## src/rtl/led_bank_scheduler_if.sv

```systemverilog
// led_bank_scheduler_if: requester-side bus of the LED bank scheduler.
// Carries the per-source requests and patterns in, and the one-hot grant,
// LED drive and active source index out.
// The master modport is the requester side; the slave modport is the scheduler.
interface led_bank_scheduler_if #(
    parameter int NUM_SRC = 4,
    parameter int LED_W   = 6
);
    localparam int SRC_W = $clog2(NUM_SRC);

    logic [NUM_SRC-1:0]       src_req;
    logic [NUM_SRC*LED_W-1:0] src_data;
    logic [NUM_SRC-1:0]       src_gnt;
    logic [LED_W-1:0]         LED;
    logic [SRC_W-1:0]         active_src;

    modport master (
        output src_req,
        output src_data,
        input  src_gnt,
        input  LED,
        input  active_src
    );

    modport slave (
        input  src_req,
        input  src_data,
        output src_gnt,
        output LED,
        output active_src
    );
endinterface

```

## src/rtl/led_bank_scheduler.sv

```systemverilog
// led_bank_scheduler: shares one LED bank among NUM_SRC pattern requesters.
// Debounced SW[1:0] picks the mode: 00 round-robin with a dwell time per slot,
// 01 source 0 only, 10 source 1 only, 11 freeze (LEDs hold, no grant).
// Optional build macro LED_BANK_SCHED_HEARTBEAT_EN: LED[LED_W-1] becomes a
// free-running heartbeat toggling every DWELL_CYC cycles; the remaining LED
// bits carry the grantee data.
module led_bank_scheduler #(
    parameter int NUM_SRC   = 4,
    parameter int LED_W     = 6,
    parameter int DWELL_CYC = 1000000,
    parameter int DB_CYC    = 65536
) (
    input  logic                       clk,
    input  logic                       rst,
    input  logic [1:0]                 SW,
    led_bank_scheduler_if.slave        bus
);
    localparam int SRC_W = $clog2(NUM_SRC);
    localparam int DW_W  = $clog2(DWELL_CYC);
    localparam int DB_W  = $clog2(DB_CYC + 1);

    localparam logic [SRC_W-1:0] RR_INIT    = SRC_W'(NUM_SRC - 1);
    localparam logic [DW_W-1:0]  DWELL_LAST = DW_W'(DWELL_CYC - 1);
    localparam logic [DB_W-1:0]  DB_LAST    = DB_W'(DB_CYC - 1);
    localparam logic [NUM_SRC-1:0] SRC0_OH  = {{(NUM_SRC-1){1'b0}}, 1'b1};
    localparam logic [NUM_SRC-1:0] SRC1_OH  = SRC0_OH << 1;

    localparam logic [1:0] MODE_AUTO   = 2'b00;
    localparam logic [1:0] MODE_FIX0   = 2'b01;
    localparam logic [1:0] MODE_FIX1   = 2'b10;
    localparam logic [1:0] MODE_FREEZE = 2'b11;

    typedef enum logic [1:0] {
        ST_IDLE  = 2'd0,
        ST_GRANT = 2'd1,
        ST_HOLD  = 2'd2
    } state_t;

    // First requesting source in circular order ptr+1, ptr+2, ..., ptr.
    // Returns ptr when nothing requests; callers gate on |req.
    function automatic logic [SRC_W-1:0] rr_pick(input logic [NUM_SRC-1:0] req,
                                                 input logic [SRC_W-1:0]   ptr);
        logic [SRC_W-1:0] pick;
        int               idx;
        pick = ptr;
        for (int k = NUM_SRC; k >= 1; k--) begin
            idx  = (int'(ptr) + k) % NUM_SRC;
            pick = req[idx] ? idx[SRC_W-1:0] : pick;
        end
        return pick;
    endfunction

    // Switch input path
    logic [1:0]            sw_meta_r;
    logic [1:0]            sw_sync_r;
    logic [1:0]            sw_db_r;
    logic [1:0]            sw_db_s;
    logic [1:0][DB_W-1:0]  db_cnt_r;
    logic [1:0][DB_W-1:0]  db_cnt_s;

    // Scheduler state
    state_t                state_r,  state_s;
    logic [NUM_SRC-1:0]    gnt_r,    gnt_s;
    logic [SRC_W-1:0]      idx_r,    idx_s;
    logic [LED_W-1:0]      led_r,    led_s;
    logic [SRC_W-1:0]      rr_ptr_r, rr_ptr_s;
    logic [DW_W-1:0]       dwell_r,  dwell_s;
    logic [1:0]            gmode_r,  gmode_s;

    // Arbitration helpers
    logic [NUM_SRC-1:0]    elig_s;
    logic [SRC_W-1:0]      pick_s;
    logic [NUM_SRC-1:0]    pick_oh_s;
    logic                  grantee_req_s;
    logic [LED_W-1:0]      grantee_data_s;

    // Two-flop synchronizer plus debounced switch state and per-bit counters.
    always_ff @(posedge clk) begin
        if (rst) begin
            sw_meta_r <= 2'b00;
            sw_sync_r <= 2'b00;
            sw_db_r   <= 2'b00;
            db_cnt_r  <= {2{{DB_W{1'b0}}}};
        end else begin
            sw_meta_r <= SW;
            sw_sync_r <= sw_meta_r;
            sw_db_r   <= sw_db_s;
            db_cnt_r  <= db_cnt_s;
        end
    end

    // Debounce: accept a bit after DB_CYC consecutive cycles differing from sw_db.
    always_comb begin
        sw_db_s  = sw_db_r;
        db_cnt_s = db_cnt_r;
        for (int i = 0; i < 2; i++) begin
            if (sw_sync_r[i] != sw_db_r[i]) begin
                if (db_cnt_r[i] == DB_LAST) begin
                    sw_db_s[i]  = sw_sync_r[i];
                    db_cnt_s[i] = {DB_W{1'b0}};
                end else begin
                    db_cnt_s[i] = db_cnt_r[i] + DB_W'(1);
                end
            end else begin
                db_cnt_s[i] = {DB_W{1'b0}};
            end
        end
    end

    // Eligible requests for the current mode and the round-robin winner.
    always_comb begin
        case (sw_db_r)
            MODE_AUTO: elig_s = bus.src_req;
            MODE_FIX0: elig_s = bus.src_req & SRC0_OH;
            MODE_FIX1: elig_s = bus.src_req & SRC1_OH;
            default:   elig_s = {NUM_SRC{1'b0}};
        endcase
        pick_s         = rr_pick(elig_s, rr_ptr_r);
        pick_oh_s      = SRC0_OH << pick_s;
        grantee_req_s  = bus.src_req[idx_r];
        grantee_data_s = bus.src_data[idx_r*LED_W +: LED_W];
    end

    // Scheduler state register; all outputs come straight from these flops.
    always_ff @(posedge clk) begin
        if (rst) begin
            state_r  <= ST_IDLE;
            gnt_r    <= {NUM_SRC{1'b0}};
            idx_r    <= {SRC_W{1'b0}};
            led_r    <= {LED_W{1'b0}};
            rr_ptr_r <= RR_INIT;
            dwell_r  <= {DW_W{1'b0}};
            gmode_r  <= MODE_AUTO;
        end else begin
            state_r  <= state_s;
            gnt_r    <= gnt_s;
            idx_r    <= idx_s;
            led_r    <= led_s;
            rr_ptr_r <= rr_ptr_s;
            dwell_r  <= dwell_s;
            gmode_r  <= gmode_s;
        end
    end

    // Next-state logic: arbitration, dwell expiry, mode changes and freeze.
    always_comb begin
        state_s  = state_r;
        gnt_s    = gnt_r;
        idx_s    = idx_r;
        led_s    = led_r;
        rr_ptr_s = rr_ptr_r;
        dwell_s  = dwell_r;
        gmode_s  = gmode_r;
        case (state_r)
            ST_IDLE: begin
                gnt_s = {NUM_SRC{1'b0}};
                idx_s = {SRC_W{1'b0}};
                led_s = {LED_W{1'b0}};
                if (sw_db_r == MODE_FREEZE) begin
                    state_s = ST_HOLD;
                end else if (|elig_s) begin
                    state_s  = ST_GRANT;
                    gnt_s    = pick_oh_s;
                    idx_s    = pick_s;
                    dwell_s  = DWELL_LAST;
                    gmode_s  = sw_db_r;
                    rr_ptr_s = (sw_db_r == MODE_AUTO) ? pick_s : rr_ptr_r;
                end else begin
                    state_s = ST_IDLE;
                end
            end
            ST_GRANT: begin
                // LED follows the live data of the registered grantee.
                led_s = grantee_data_s;
                if (sw_db_r != gmode_r) begin
                    // A mode change beats expiry; arbitration restarts from IDLE.
                    gnt_s = {NUM_SRC{1'b0}};
                    idx_s = {SRC_W{1'b0}};
                    if (sw_db_r == MODE_FREEZE) begin
                        state_s = ST_HOLD;
                    end else begin
                        state_s = ST_IDLE;
                        led_s   = {LED_W{1'b0}};
                    end
                end else if (gmode_r == MODE_AUTO) begin
                    if (!grantee_req_s || (dwell_r == {DW_W{1'b0}})) begin
                        // Slot over: switch straight to the next requester, or
                        // keep the grant when only the grantee still requests.
                        if (|elig_s) begin
                            state_s  = ST_GRANT;
                            gnt_s    = pick_oh_s;
                            idx_s    = pick_s;
                            dwell_s  = DWELL_LAST;
                            rr_ptr_s = pick_s;
                        end else begin
                            state_s = ST_IDLE;
                            gnt_s   = {NUM_SRC{1'b0}};
                            idx_s   = {SRC_W{1'b0}};
                            led_s   = {LED_W{1'b0}};
                        end
                    end else begin
                        dwell_s = dwell_r - DW_W'(1);
                    end
                end else begin
                    // Fixed-source modes ignore dwell and end only on request drop.
                    if (!grantee_req_s) begin
                        state_s = ST_IDLE;
                        gnt_s   = {NUM_SRC{1'b0}};
                        idx_s   = {SRC_W{1'b0}};
                        led_s   = {LED_W{1'b0}};
                    end else begin
                        state_s = ST_GRANT;
                    end
                end
            end
            ST_HOLD: begin
                gnt_s = {NUM_SRC{1'b0}};
                idx_s = {SRC_W{1'b0}};
                if (sw_db_r != MODE_FREEZE) begin
                    state_s = ST_IDLE;
                    led_s   = {LED_W{1'b0}};
                end else begin
                    state_s = ST_HOLD;
                end
            end
            default: begin
                state_s = ST_IDLE;
                gnt_s   = {NUM_SRC{1'b0}};
                idx_s   = {SRC_W{1'b0}};
                led_s   = {LED_W{1'b0}};
            end
        endcase
    end

    assign bus.src_gnt    = gnt_r;
    assign bus.active_src = idx_r;

`ifdef LED_BANK_SCHED_HEARTBEAT_EN
    logic [DW_W-1:0] hb_cnt_r;
    logic            hb_r;

    // Free-running heartbeat, independent of scheduler state and mode.
    always_ff @(posedge clk) begin
        if (rst) begin
            hb_cnt_r <= {DW_W{1'b0}};
            hb_r     <= 1'b0;
        end else if (hb_cnt_r == DWELL_LAST) begin
            hb_cnt_r <= {DW_W{1'b0}};
            hb_r     <= ~hb_r;
        end else begin
            hb_cnt_r <= hb_cnt_r + DW_W'(1);
            hb_r     <= hb_r;
        end
    end

    assign bus.LED = {hb_r, led_r[LED_W-2:0]};
`else
    assign bus.LED = led_r;
`endif

endmodule

```

## src/flat_wrapper.sv

```systemverilog
// flat-port wrapper written by rule: the top's interface ports become plain ports
module led_bank_scheduler_flat 
#(
    parameter int NUM_SRC   = 4,
    parameter int LED_W     = 6,
    parameter int DWELL_CYC = 1000000,
    parameter int DB_CYC    = 65536
)
  (clk, rst, SW, bus_src_req, bus_src_data, bus_src_gnt, bus_LED, bus_active_src);
  led_bank_scheduler_if #(.NUM_SRC(NUM_SRC), .LED_W(LED_W)) bus_i ();
  input  logic clk;
  input  logic rst;
  input  logic [1:0] SW;
  input wire logic [$bits(bus_i.src_req)-1:0] bus_src_req;
  input wire logic [$bits(bus_i.src_data)-1:0] bus_src_data;
  output wire logic [$bits(bus_i.src_gnt)-1:0] bus_src_gnt;
  output wire logic [$bits(bus_i.LED)-1:0] bus_LED;
  output wire logic [$bits(bus_i.active_src)-1:0] bus_active_src;
  assign bus_i.src_req = bus_src_req;
  assign bus_i.src_data = bus_src_data;
  assign bus_src_gnt = bus_i.src_gnt;
  assign bus_LED = bus_i.LED;
  assign bus_active_src = bus_i.active_src;
  led_bank_scheduler #(.NUM_SRC(NUM_SRC), .LED_W(LED_W), .DWELL_CYC(DWELL_CYC), .DB_CYC(DB_CYC)) u_core (.clk(clk), .rst(rst), .SW(SW), .bus(bus_i));
endmodule
```

## config.mk

```make
export PLATFORM = sky130hd
export DESIGN_NAME = led_bank_scheduler_flat
export DESIGN_NICKNAME = d
export VERILOG_FILES = /design/src/rtl/led_bank_scheduler_if.sv /design/src/rtl/led_bank_scheduler.sv /design/src/flat_wrapper.sv
export SDC_FILE = /design/constraint.sdc
export NUM_CORES = 1
export LEC_CHECK = 0
export ABC_AREA = 1
export CORE_ASPECT_RATIO = 1.1
export CORE_MARGIN = 3
export CORE_UTILIZATION = 61
export DETAILED_ROUTE_END_ITERATION = 10
export MAX_ROUTING_LAYER = met4
export PLACE_DENSITY = 0.87
export SYNTH_ARGS = -nofsm -noshare
export SYNTH_HDL_FRONTEND = slang
export SYNTH_SLANG_ARGS = --single-unit
```

## constraint.sdc

```tcl
create_clock -name clk -period 6.1 [get_ports clk]
set_input_delay 1.22 -clock clk [delete_from_list [all_inputs] [get_ports clk]]
set_output_delay 1.22 -clock clk [all_outputs]
set_load 0.01 [all_outputs]
```

==> out/metrics.yaml <==
postRouteAntennaNets: 0
grt_first_pass_wirelength_um: 15170
worstPathMaxFanout: 12
io_pins: 44
area_growth_pct: 17.13
path_clk_slew_ns: 0.08
yosys.area.top_type_share_pct: 39.51
p_per_area_mw_per_mm2: 325.4
num_rows: 30
fin_crit_sh_pct: 48.20
yosysSeqAreaShare_pct: 39.51
routed_wl_um: 9043
vias: 3848
grt_overflow_total: 0
critPathKind: "primary input to flop"
clk_latency_ns: 0.35
synth_common_cells: "94 x nor2_1, 89 x nand2_1, 78 x dfxtp_1"
die_area_mm2: 0.007483
clockRootBuffer: "clkbuf_8"
period_needed_ns: 2.940
cts.htree.levels: 3
synth_warnings: 0
ir_drop_uv: 219.3
end_kind: "flop"
status: "finished, final reports clean"
synth_edf_count: 0
synth_adder_area_share_pct: 1.899
cts_tree: "built"
setup_violations: 0
synth.avg_cell_area_um2: 6.922
hold_viol: 0
antenna_found_initial: 0
final.setup.tns_ns: 0
maxCapViolCount: 0
ys.flop_type: "dfxtp_1"
wl_per_cell_um: 12.96
synthXorXnorAreaFrac_pct: 1.330
start_util_pct: 63.43
cts_buffer_depth: 2
fin_cells: 698
drv_slew: 0
synth_cells: 571
place_inst: 682
clock_sinks: 78
hold_buffers: 0
grt_max_degree: 31
grt_pass1_vias: 3563
core-area_mm2: 0.006231
worstSetupStartpointType: "primary input"
diodes: 0
cp.arrival_ns: 3.22
yosys.area.top_type: "dfxtp_1"
ys_ff_latch: 78
yosysMostFrequentCell: "nor2_1"
yosys-mux-area-fraction_pct: 0
synth_compound_gate_area_share_pct: 18.93
finClkSkew_ns: 0.006859
worst_slew_pin_slew_ns: 0.6685
synth_top_family_by_area: "simple AND/OR/NAND/NOR gates"
synthTopCellsByArea: "dfxtp_1 40%, nor2_1 8.9%, nand2_1 8.5%"
hp-class: "flop to flop"
drc_errors: 0
synth-simple-area-share_pct: 29.82
cts_buffers: 9
slew_headroom_pct: 55.09
gp_congestion: 0.9375
drive_gt1_share_pct: 9.709
grt_util_all_layers_pct: 26.23
placed_cell_area_mm2: 0.004420
cts_resized: 0
drt_pre_antenna_iters: 6
max_freq_ghz: 0.3401
die_h_um: 90.43
async_flop_share_pct: 0
die_x_um: 82.75
cts_setup_buffers: 0
p_leak_nw: 1.773
required_ns: 6.38
syn_nets: 609
rsz0062_at_grt: "no"
postLayoutCoreUtil_pct: 74.30
dp.final_hpwl_um: 6663
syn_area_mm2: 0.003953
synthDistinctLibCells: 43
fin_nets: 651
numPortBuffers: 43
drtIter0Drc: 325
drt-vias-per-instance: 5.513
stdcell_area_mm2: 0.004629
logic make-up after synthesis:
logic type               after synthesis
AND/OR/NAND/NOR                      261
AO/OA/AOI/OAI                        136
buffers and inverters                 84
flip-flops                            78
XOR/XNOR                               6
adder cells (fa/ha/maj)                6
per-layer routing:
metal / vias up / wire length, um / track usage, %
li1: 1967 / - / -
met1: 1754 / 3789 / 30.53
met2: 110 / 4596 / 42.65
met3: 17 / 499 / 5.289
met4: 0 / 157 / 12.13
met5: - / 0 / -
final cells by class:
class,count,area [um2]
clock buffer,11,151.4
clock inverter,5,57.56
fill,485,1602
inverter,71,266.5
multi-input combinational,409,2054
sequential,78,1562
tap,80,100.1
timing repair buffer,44,437.9
stage by stage:
step	hold slack, ns	power [mW]	setup slack (ns)
finish	0.4048	1.506	3.160
global route	0.4383	1.609	3.037
CTS	0.4066	1.505	3.183
detailed placement	0.3958	1.112	2.811
global placement	0.3905	1.089	2.939
floorplan	0.3883	0.9593	3.840
power breakdown:
part	switching, mW	leakage (nW)	internal [mW]
clock	0.185	0.0976	0.210
combinational	0.303	1.04	0.187
sequential	0.0621	0.636	0.558
total	0.550	1.77	0.956
worst max-delay path, cell delays in order:
cell,delay (ns)
clkdlybuf4s50_1,0.56
o21ai_1,0.09
o21ai_2,0.27
nand3_1,0.45
nor2_1,0.35
o21ai_0,0.11
a31oi_1,0.16
worst paths after layout:
kind                        from                  end  slack, ns  cells past startpoint
min          u_core.sw_meta_r[0]  u_core.sw_sync_r[0]       0.40                      2
max               bus_src_req[2]   u_core.dwell_r[10]       3.16                      7
min reg2reg  u_core.sw_meta_r[0]  u_core.sw_sync_r[0]       0.40                      2
max reg2reg  u_core.db_cnt_r[17]  u_core.db_cnt_r[29]       3.51                     13
state kept, by name, indices dropped and copies added (netlist names):
signal	cells
u_core.db_cnt_r	34
u_core.dwell_r	20
u_core.bus.LED	6
u_core.bus.src_gnt	4
u_core.bus.active_src	2
u_core.gmode_r	2
u_core.rr_ptr_r	2
u_core.state_r	2
u_core.sw_db_r	2
u_core.sw_meta_r	2
u_core.sw_sync_r	2
cell usage in the layout (no fill, tap or decap), types with 6 or more instances in the layout:
| cell | count |
|---|---|
| nand2_1 | 89 |
| nor3_1 | 8 |
| ha_1 | 6 |
| dfxtp_1 | 78 |
| a31oi_1 | 8 |
| nor2_2 | 6 |
| nand2_2 | 6 |
| clkbuf_8 | 11 |
| nor2_1 | 94 |
| inv_1 | 54 |
| a21oi_1 | 48 |
| inv_2 | 15 |
| clkdlybuf4s50_1 | 43 |
| nand4_1 | 9 |
| o22ai_1 | 6 |
| o21ai_1 | 6 |
| nand3_1 | 30 |
| o21ai_0 | 52 |
Power figures use the tool's default switching activity.
